### src/rtl/parking_gate_ctrl_pkg.sv
// parking_pkg: shared state type, constants and fee helper for the parking gate controller
// Contents: gate_state_t FSM encoding, HOURS/FEE_WIDTH constants, slot_idx_t, fee_sat()
package parking_pkg;
    localparam int HOURS     = 24;
    localparam int FEE_WIDTH = 8;
    localparam int DEF_SLOTS = 8;

    typedef logic [$clog2(DEF_SLOTS)-1:0] slot_idx_t;

    typedef enum logic [2:0] {IDLE, SERVE_E, SERVE_X, ACK, GATE} gate_state_t;

    // Fee for a duration in hours at a given rate, clamped to the fee field maximum
    function automatic logic [FEE_WIDTH-1:0] fee_sat(input logic [31:0] dur, input logic [31:0] rate);
        logic [31:0] p;
        p = dur * rate;
        return p > 32'((1 << FEE_WIDTH) - 1) ? {FEE_WIDTH{1'b1}} : p[FEE_WIDTH-1:0];
    endfunction
endpackage

### src/rtl/parking_gate_ctrl_if.sv
// parking_gate_ctrl_if: front-end/gate bundle between keypad/sensors, clock block and the controller
// master: drives lot_open, clock_time, entry_req, exit_req, exit_slot; observes everything else
// slave : the controller; drives clock_run, the four pulses, entry_slot, fee, gate_open, occupancy, full
interface parking_gate_ctrl_if
    import parking_pkg::*;
#(
    parameter int NUM_SLOTS = 8
);
    localparam int SW = $clog2(NUM_SLOTS);

    logic                 lot_open;
    logic [11:0]          clock_time;
    logic                 clock_run;
    logic                 entry_req;
    logic                 exit_req;
    logic [SW-1:0]        exit_slot;
    logic                 entry_grant;
    logic                 entry_deny;
    logic [SW-1:0]        entry_slot;
    logic                 exit_grant;
    logic                 exit_err;
    logic [FEE_WIDTH-1:0] fee;
    logic                 gate_open;
    logic [SW:0]          occupancy;
    logic                 full;

    modport master (
        output lot_open, clock_time, entry_req, exit_req, exit_slot,
        input  clock_run, entry_grant, entry_deny, entry_slot, exit_grant, exit_err,
               fee, gate_open, occupancy, full
    );

    modport slave (
        input  lot_open, clock_time, entry_req, exit_req, exit_slot,
        output clock_run, entry_grant, entry_deny, entry_slot, exit_grant, exit_err,
               fee, gate_open, occupancy, full
    );
endinterface

### src/rtl/parking_gate_ctrl_slot_alloc.sv
// slot_alloc: lowest-index free slot finder over the occupied mask
// occ: occupied mask in; idx: lowest free slot out; found: at least one slot is free
module slot_alloc
    import parking_pkg::*;
#(
    parameter int N = 8
) (
    input  logic [N-1:0]         occ,
    output logic [$clog2(N)-1:0] idx,
    output logic                 found
);
    localparam int SW = $clog2(N);

    // Scanning downward lets the lowest free index overwrite any higher one
    always_comb begin
        idx   = '0;
        found = 1'b0;
        for (int i = N - 1; i >= 0; i--) begin
            if (!occ[i]) begin
                idx   = SW'(i);
                found = 1'b1;
            end
        end
    end
endmodule

### src/rtl/parking_gate_ctrl.sv
// parking_gate_ctrl: arbitrates entry/exit requests onto one barrier gate, tracks slots and computes fees
// clk, rst_n (async, active low); bus (slave): lot_open, clock_time in; clock_run, entry/exit pulses,
// entry_slot, fee, gate_open, occupancy, full out
module parking_gate_ctrl #(
    parameter int NUM_SLOTS    = 8,
    parameter int HOURS        = parking_pkg::HOURS,
    parameter int FEE_PER_HOUR = 5,
    parameter int GATE_CYCLES  = 4
) (
    input logic                 clk,
    input logic                 rst_n,
    parking_gate_ctrl_if.slave  bus
);
    import parking_pkg::*;

    localparam int SW = $clog2(NUM_SLOTS);
    localparam int OW = SW + 1;
    localparam int CW = $clog2(GATE_CYCLES + 1);

    gate_state_t          state, nxt;
    logic                 rr_last, rr_nxt;  // 1 = exit side was served last
    logic [NUM_SLOTS-1:0] occ;
    logic [4:0]           stamp [NUM_SLOTS];
    logic [CW-1:0]        cnt;
    logic [SW-1:0]        free_idx;
    logic                 found;
    logic [4:0]           now, ent;
    logic [6:0]           dur;
    logic [FEE_WIDTH-1:0] fee_c, fee_q;
    logic [OW-1:0]        occ_cnt;
    logic                 clock_run_q, e_grant, e_deny, x_grant, x_err;
    logic [SW-1:0]        e_slot;
    logic                 unused_hi;

    slot_alloc #(.N(NUM_SLOTS)) u_alloc (.occ(occ), .idx(free_idx), .found(found));

    assign now       = bus.clock_time[4:0];
    assign ent       = stamp[bus.exit_slot];
    assign unused_hi = ^bus.clock_time[11:5];

    // Elapsed hours modulo the day; a same-hour stay counts as one started hour
    always_comb begin
        dur   = now >= ent ? 7'(now) - 7'(ent) : 7'(now) + 7'(HOURS) - 7'(ent);
        fee_c = fee_sat(32'(dur == '0 ? 7'd1 : dur), 32'(FEE_PER_HOUR));
    end

    always_comb begin
        occ_cnt = '0;
        for (int i = 0; i < NUM_SLOTS; i++) occ_cnt = occ_cnt + OW'(occ[i]);
    end

    always_comb begin
        nxt    = state;
        rr_nxt = rr_last;
        case (state)
            IDLE: if (bus.lot_open && (bus.entry_req || bus.exit_req)) begin
                nxt    = (bus.entry_req && (!bus.exit_req || rr_last)) ? SERVE_E : SERVE_X;
                rr_nxt = nxt == SERVE_X;
            end
            SERVE_E, SERVE_X: nxt = ACK;
            ACK:     nxt = (e_grant || x_grant) ? GATE : IDLE;
            GATE:    nxt = cnt == CW'(GATE_CYCLES - 1) ? IDLE : GATE;
            default: nxt = IDLE;
        endcase
    end

    always_ff @(posedge clk or negedge rst_n) begin
        if (!rst_n) begin
            state   <= IDLE;
            rr_last <= 1'b1;
        end else begin
            state   <= nxt;
            rr_last <= rr_nxt;
        end
    end

    always_ff @(posedge clk or negedge rst_n) begin
        if (!rst_n) begin
            occ         <= '0;
            for (int i = 0; i < NUM_SLOTS; i++) stamp[i] <= '0;
            cnt         <= '0;
            clock_run_q <= 1'b0;
            e_grant     <= 1'b0;
            e_deny      <= 1'b0;
            x_grant     <= 1'b0;
            x_err       <= 1'b0;
            e_slot      <= '0;
            fee_q       <= '0;
        end else begin
            clock_run_q <= bus.lot_open;
            cnt         <= state == GATE ? cnt + 1'b1 : '0;
            e_grant     <= state == SERVE_E && found;
            e_deny      <= state == SERVE_E && !found;
            x_grant     <= state == SERVE_X && occ[bus.exit_slot];
            x_err       <= state == SERVE_X && !occ[bus.exit_slot];
            if (state == SERVE_E && found) begin
                occ[free_idx]   <= 1'b1;
                stamp[free_idx] <= now;
                e_slot          <= free_idx;
            end
            if (state == SERVE_X && occ[bus.exit_slot]) begin
                occ[bus.exit_slot] <= 1'b0;
                fee_q              <= fee_c;
            end
        end
    end

    assign bus.clock_run   = clock_run_q;
    assign bus.entry_grant = e_grant;
    assign bus.entry_deny  = e_deny;
    assign bus.entry_slot  = e_slot;
    assign bus.exit_grant  = x_grant;
    assign bus.exit_err    = x_err;
    assign bus.fee         = fee_q;
    assign bus.gate_open   = state == GATE;
    assign bus.occupancy   = occ_cnt;
    assign bus.full        = occ_cnt == OW'(NUM_SLOTS);
endmodule

### src/flat_wrapper.sv
// flat-port wrapper written by rule: the top's interface ports become plain ports
module parking_gate_ctrl_flat import parking_pkg::*;
#(
    parameter int NUM_SLOTS    = 8,
    parameter int HOURS        = parking_pkg::HOURS,
    parameter int FEE_PER_HOUR = 5,
    parameter int GATE_CYCLES  = 4
)
  (clk, rst_n, bus_lot_open, bus_clock_time, bus_entry_req, bus_exit_req, bus_exit_slot, bus_clock_run, bus_entry_grant, bus_entry_deny, bus_entry_slot, bus_exit_grant, bus_exit_err, bus_fee, bus_gate_open, bus_occupancy, bus_full);
  parking_gate_ctrl_if #(.NUM_SLOTS(NUM_SLOTS)) bus_i ();
  input logic clk;
  input logic rst_n;
  input wire logic [$bits(bus_i.lot_open)-1:0] bus_lot_open;
  input wire logic [$bits(bus_i.clock_time)-1:0] bus_clock_time;
  input wire logic [$bits(bus_i.entry_req)-1:0] bus_entry_req;
  input wire logic [$bits(bus_i.exit_req)-1:0] bus_exit_req;
  input wire logic [$bits(bus_i.exit_slot)-1:0] bus_exit_slot;
  output wire logic [$bits(bus_i.clock_run)-1:0] bus_clock_run;
  output wire logic [$bits(bus_i.entry_grant)-1:0] bus_entry_grant;
  output wire logic [$bits(bus_i.entry_deny)-1:0] bus_entry_deny;
  output wire logic [$bits(bus_i.entry_slot)-1:0] bus_entry_slot;
  output wire logic [$bits(bus_i.exit_grant)-1:0] bus_exit_grant;
  output wire logic [$bits(bus_i.exit_err)-1:0] bus_exit_err;
  output wire logic [$bits(bus_i.fee)-1:0] bus_fee;
  output wire logic [$bits(bus_i.gate_open)-1:0] bus_gate_open;
  output wire logic [$bits(bus_i.occupancy)-1:0] bus_occupancy;
  output wire logic [$bits(bus_i.full)-1:0] bus_full;
  assign bus_i.lot_open = bus_lot_open;
  assign bus_i.clock_time = bus_clock_time;
  assign bus_i.entry_req = bus_entry_req;
  assign bus_i.exit_req = bus_exit_req;
  assign bus_i.exit_slot = bus_exit_slot;
  assign bus_clock_run = bus_i.clock_run;
  assign bus_entry_grant = bus_i.entry_grant;
  assign bus_entry_deny = bus_i.entry_deny;
  assign bus_entry_slot = bus_i.entry_slot;
  assign bus_exit_grant = bus_i.exit_grant;
  assign bus_exit_err = bus_i.exit_err;
  assign bus_fee = bus_i.fee;
  assign bus_gate_open = bus_i.gate_open;
  assign bus_occupancy = bus_i.occupancy;
  assign bus_full = bus_i.full;
  parking_gate_ctrl #(.NUM_SLOTS(NUM_SLOTS), .HOURS(HOURS), .FEE_PER_HOUR(FEE_PER_HOUR), .GATE_CYCLES(GATE_CYCLES)) u_core (.clk(clk), .rst_n(rst_n), .bus(bus_i));
endmodule
### config.mk
export PLATFORM = sky130hd
export DESIGN_NAME = parking_gate_ctrl_flat
export DESIGN_NICKNAME = d
export VERILOG_FILES = /design/src/rtl/parking_gate_ctrl_pkg.sv /design/src/rtl/parking_gate_ctrl_if.sv /design/src/rtl/parking_gate_ctrl_slot_alloc.sv /design/src/rtl/parking_gate_ctrl.sv /design/src/flat_wrapper.sv
export SDC_FILE = /design/constraint.sdc
export NUM_CORES = 1
export LEC_CHECK = 0
export ABC_AREA = 1
export CORE_MARGIN = 1.5
export CORE_UTILIZATION = 57
export CTS_BUF_LIST = sky130_fd_sc_hd__clkbuf_8 sky130_fd_sc_hd__clkbuf_16
export CTS_CLUSTER_DIAMETER = 150
export DETAILED_ROUTE_END_ITERATION = 10
export GPL_TIMING_DRIVEN = 0
export PLACE_DENSITY = 0.87
export SLEW_MARGIN = 30
export SYNTH_ARGS = -nofsm -noshare
export SYNTH_HDL_FRONTEND = slang
export SYNTH_SLANG_ARGS = --single-unit
export TNS_END_PERCENT = 30
### constraint.sdc
create_clock -name clk -period 4.7 [get_ports clk]
set_input_delay 0.705 -clock clk [delete_from_list [all_inputs] [get_ports clk]]
set_output_delay 0.705 -clock clk [all_outputs]
set_load 0.01 [all_outputs]
==> impl_metrics.ini <==
[floorplan]
floorplan.io_pins = 42
die_w_um = 87.4
std_cell_rows = 30
floorplan.initialDensity = 0.594
floorplan.core_area_sq_um = 6830
die_height_um = 87.4
floorplan.die_area_sq_um = 7630

[global_route]
track_usage = 0.271
grt_pass1_wl_mm = 16.1
largest_net_degree_at_the_start_of_global_routing = 45
grt_antenna_before_repair = 0
globalRoute.totalOverflow = 0
first_global_vias = 3625

[clocking]
clock_path_buffers = 2
clkLatencyLatePin_ps = 350
clkSinkCount = 71
cts_tree = done
ctsRootBufferMaster = sky130_fd_sc_hd__clkbuf_8
cts-htree-levels = 3
cts-hold-fix-buffers = 0
clk_pin_slew_ps = 80
tritoncts.num_buffers = 9

[setup_path]
crit_arrival_ps = 3780
crit_family = adder cells
worst_setup_path_category = reg -> out
cp-startpoint = u_core.occ[1]$_DFF_PN0_
crit_top_cell = sky130_fd_sc_hd__fa_1
worstPathCellList = ha_1 -> inv_1 -> fa_1 -> fa_1 -> fa_1 -> fa_1 -> xnor2_1 -> nor3b_1 -> clkdlybuf4s50_1
worstPathBufferInverterCount = 2
kind_of_start_point_of_the_critical_path = flop
cp_slowest_cell = sky130_fd_sc_hd__clkdlybuf4s50_1
timing.critical_path.to_type = output port
timing.critical_path.slowest_cell_delay_ps = 560
critPathRequiredTime_ps = 3990
critical_path_peak_fanout = 4
regToRegStartpoint = u_core.stamp[35]$_DFFE_PN0P_

[route]
vias_per_cell = 5.51
drtIter0Drc = 237
drt_first_pass_iters = 9
drt-total-wl_mm = 9.75
route.detailed.wl_per_inst_um = 14.4
detail-route-antenna-nets = 0
drc_errors = 0
via_count = 3721

[cells_and_area]
drive_above_1_share = 0.123
seq_area_sq_um = 1780
multi_input_area_sq_um = 2020
mostFrequentLayoutCell = sky130_fd_sc_hd__nand2_1
area_growth_syn_to_layout_pct = 21.1
num-nets-final = 623
layout_common_cells = 123 x sky130_fd_sc_hd__nand2_1, 70 x sky130_fd_sc_hd__dfrtp_1, 68 x sky130_fd_sc_hd__o21ai_0, 65 x sky130_fd_sc_hd__inv_1, 60 x sky130_fd_sc_hd__nor2_1
antenna_cells_inserted = 0
nFillCells = 552

[sta]
achievable-frequency_mhz = 223
finalHoldViolCount = 0
max_slew_margin = 0.720
maxSlewViolCount = 0
max_slew.worst_pin.slew_ps = 420
post-route-min-period_ps = 4480
layout_worst_path_cycle_share = 0.954
setup_viol_count_final = 0
timing.clock.skew_ps = 13.4
setup_total_negative_slack_ps = 0

[synth]
syn_nets = 568
synth_top_family_by_area = simple AND/OR/NAND/NOR gates
synth_compound_gate_area_share = 0.133
synth_ff_type = sky130_fd_sc_hd__dfrtp_1
post_syn_area_sq_um = 4060
yosys_register_bits = 71
synth.area.mux_share = 0
postSynthCellCount = 519
synth_fa_ha_area_frac = 0.101
synth.lib_cells_used.distinct = 37
synth_largest_area_cell = sky130_fd_sc_hd__dfrtp_1
yosys.area_share.xor_xnor = 0.00648
post_synth_and_or_nand_nor_area_fraction = 0.238
synth_area_per_cell_sq_um = 7.82
number_of_enable_flip_flop_cells_after_synthesis = 0
ys_async_sr_fraction = 1.00
yosysWarningCount = 0
synthTopCellsByArea = sky130_fd_sc_hd__dfrtp_1 43%, sky130_fd_sc_hd__nand2_1 12%, sky130_fd_sc_hd__o21ai_0 8.5%, sky130_fd_sc_hd__ha_1 7.1%, sky130_fd_sc_hd__nor2_1 6.1%
synth_seq_area_share = 0.438
share_of_yosys_cell_area_claimed_by_the_top_area_cell_type = 0.432

[power]
p_total_mw = 3.63
leakagePower_nw = 2.46
max-vdd-ir-drop_mv = 0.305
power_per_cell_area_nw_per_um2 = 739

[place]
port_buffers = 33
place.gp.congestion = 0.884
dp_hpwl_mm = 6.78

[run_status]
status = complete, no violations

[run]
drv.max_cap_violation_count = 0

[worst_hold_path]
min-delay-path-class = in -> async
-- path summary, 6_finish.rpt --
kind | end | slack [ps] | cells after the start
worst max register to register | u_core.bus.fee[3]$_DFFE_PN0P_ | 620 | 29
worst min register to register | u_core.cnt[0]$_DFF_PN0_ | 440 | 1
worst max-delay path | bus_full | 220 | 9
worst min-delay path | u_core.bus.entry_deny$_DFF_PN0_ | 260 | 1
max in group asynchronous | u_core.stamp[11]$_DFFE_PN0P_ | 3880 | 2
min in group clk | u_core.cnt[0]$_DFF_PN0_ | 440 | 1
-- area by class of cell --
type / instances / share of cell area
inverters: 66 / 0.0504
clock inverters: 7 / 0.0232
well taps: 96 / 0.0245
repair buffers: 44 / 0.0851
plain buffers: 15 / 0.0191
multi-input cells: 367 / 0.410
flip-flops and latches: 71 / 0.362
clock buffers: 9 / 0.0252
-- metal layers --
layer,routed length (um),GRT usage,vias to the layer above,share of wire
met3,535,0.0597,32,0.055
met2,4900,0.465,147,0.50
met4,220,0.0823,0,0.023
met5,0,0,-,0
met1,4100,0.342,1750,0.42
li1,-,-,1792,-
-- power by group --
group / switching, mW / internal [mW]
Sequential: 0.152 / 0.875
Combinational: 1.13 / 0.885
Clock: 0.236 / 0.350
-- logic make-up after synthesis --
family / after synthesis
simple gates: 235
compound gates: 100
buf+inv: 81
flops: 71
fa+ha+maj: 29
xor+xnor: 3
-- synthesized netlist by cell type, types with 3 or more instances --
| library cell | n |
|---|---|
| sky130_fd_sc_hd__a21oi_1 | 13 |
| sky130_fd_sc_hd__buf_2 | 3 |
| sky130_fd_sc_hd__buf_4 | 3 |
| sky130_fd_sc_hd__clkbuf_1 | 6 |
| sky130_fd_sc_hd__dfrtp_1 | 70 |
| sky130_fd_sc_hd__fa_1 | 6 |
| sky130_fd_sc_hd__ha_1 | 23 |
| sky130_fd_sc_hd__inv_1 | 65 |
| sky130_fd_sc_hd__nand2_1 | 128 |
| sky130_fd_sc_hd__nand2_2 | 3 |
| sky130_fd_sc_hd__nand3_1 | 19 |
| sky130_fd_sc_hd__nand4_1 | 4 |
| sky130_fd_sc_hd__nor2_1 | 66 |
| sky130_fd_sc_hd__nor3_1 | 5 |
| sky130_fd_sc_hd__o21ai_0 | 69 |
| sky130_fd_sc_hd__o22ai_1 | 8 |
-- through the flow --
stage	std cells	setup slack (ps)	area [sq um]	hold slack [ps]	utilization
after detailed placement	649	-937	4520	432	0.662
after global placement	648	-813	4510	421	0.660
after global routing	675	-86.0	4910	287	0.719
after floorplan	519	421	4060	409	-
after CTS	669	61.7	4820	275	0.705
final	675	217	4910	261	0.719
-- repair_timing --
action                     in CTS  in global routing
gates resized for setup        14                 29
setup endpoints to repair       8                  8
pin swaps                       3                  9
buffers inserted                4                  6
-- flip-flops by register name, summed over array words and instances (netlist names), 3 cells and up --
| register | count |
|---|---|
| u_core.stamp | 40 |
| u_core.bus.fee | 8 |
| u_core.occ | 8 |
| u_core.bus.entry_slot | 3 |
| u_core.cnt | 3 |
| u_core.state | 3 |
-- worst register-to-register path, delay by kind of cell, from the launching register on --
family / cells / cell delay [ps]
AND/OR/NAND/NOR: 18 / 1850
AO/OA/AOI/OAI: 3 / 290
adder cells (fa/ha/maj): 5 / 1230
flip-flops: 1 / 360
buffers and inverters: 3 / 250
(Power assumes the default switching activity.)
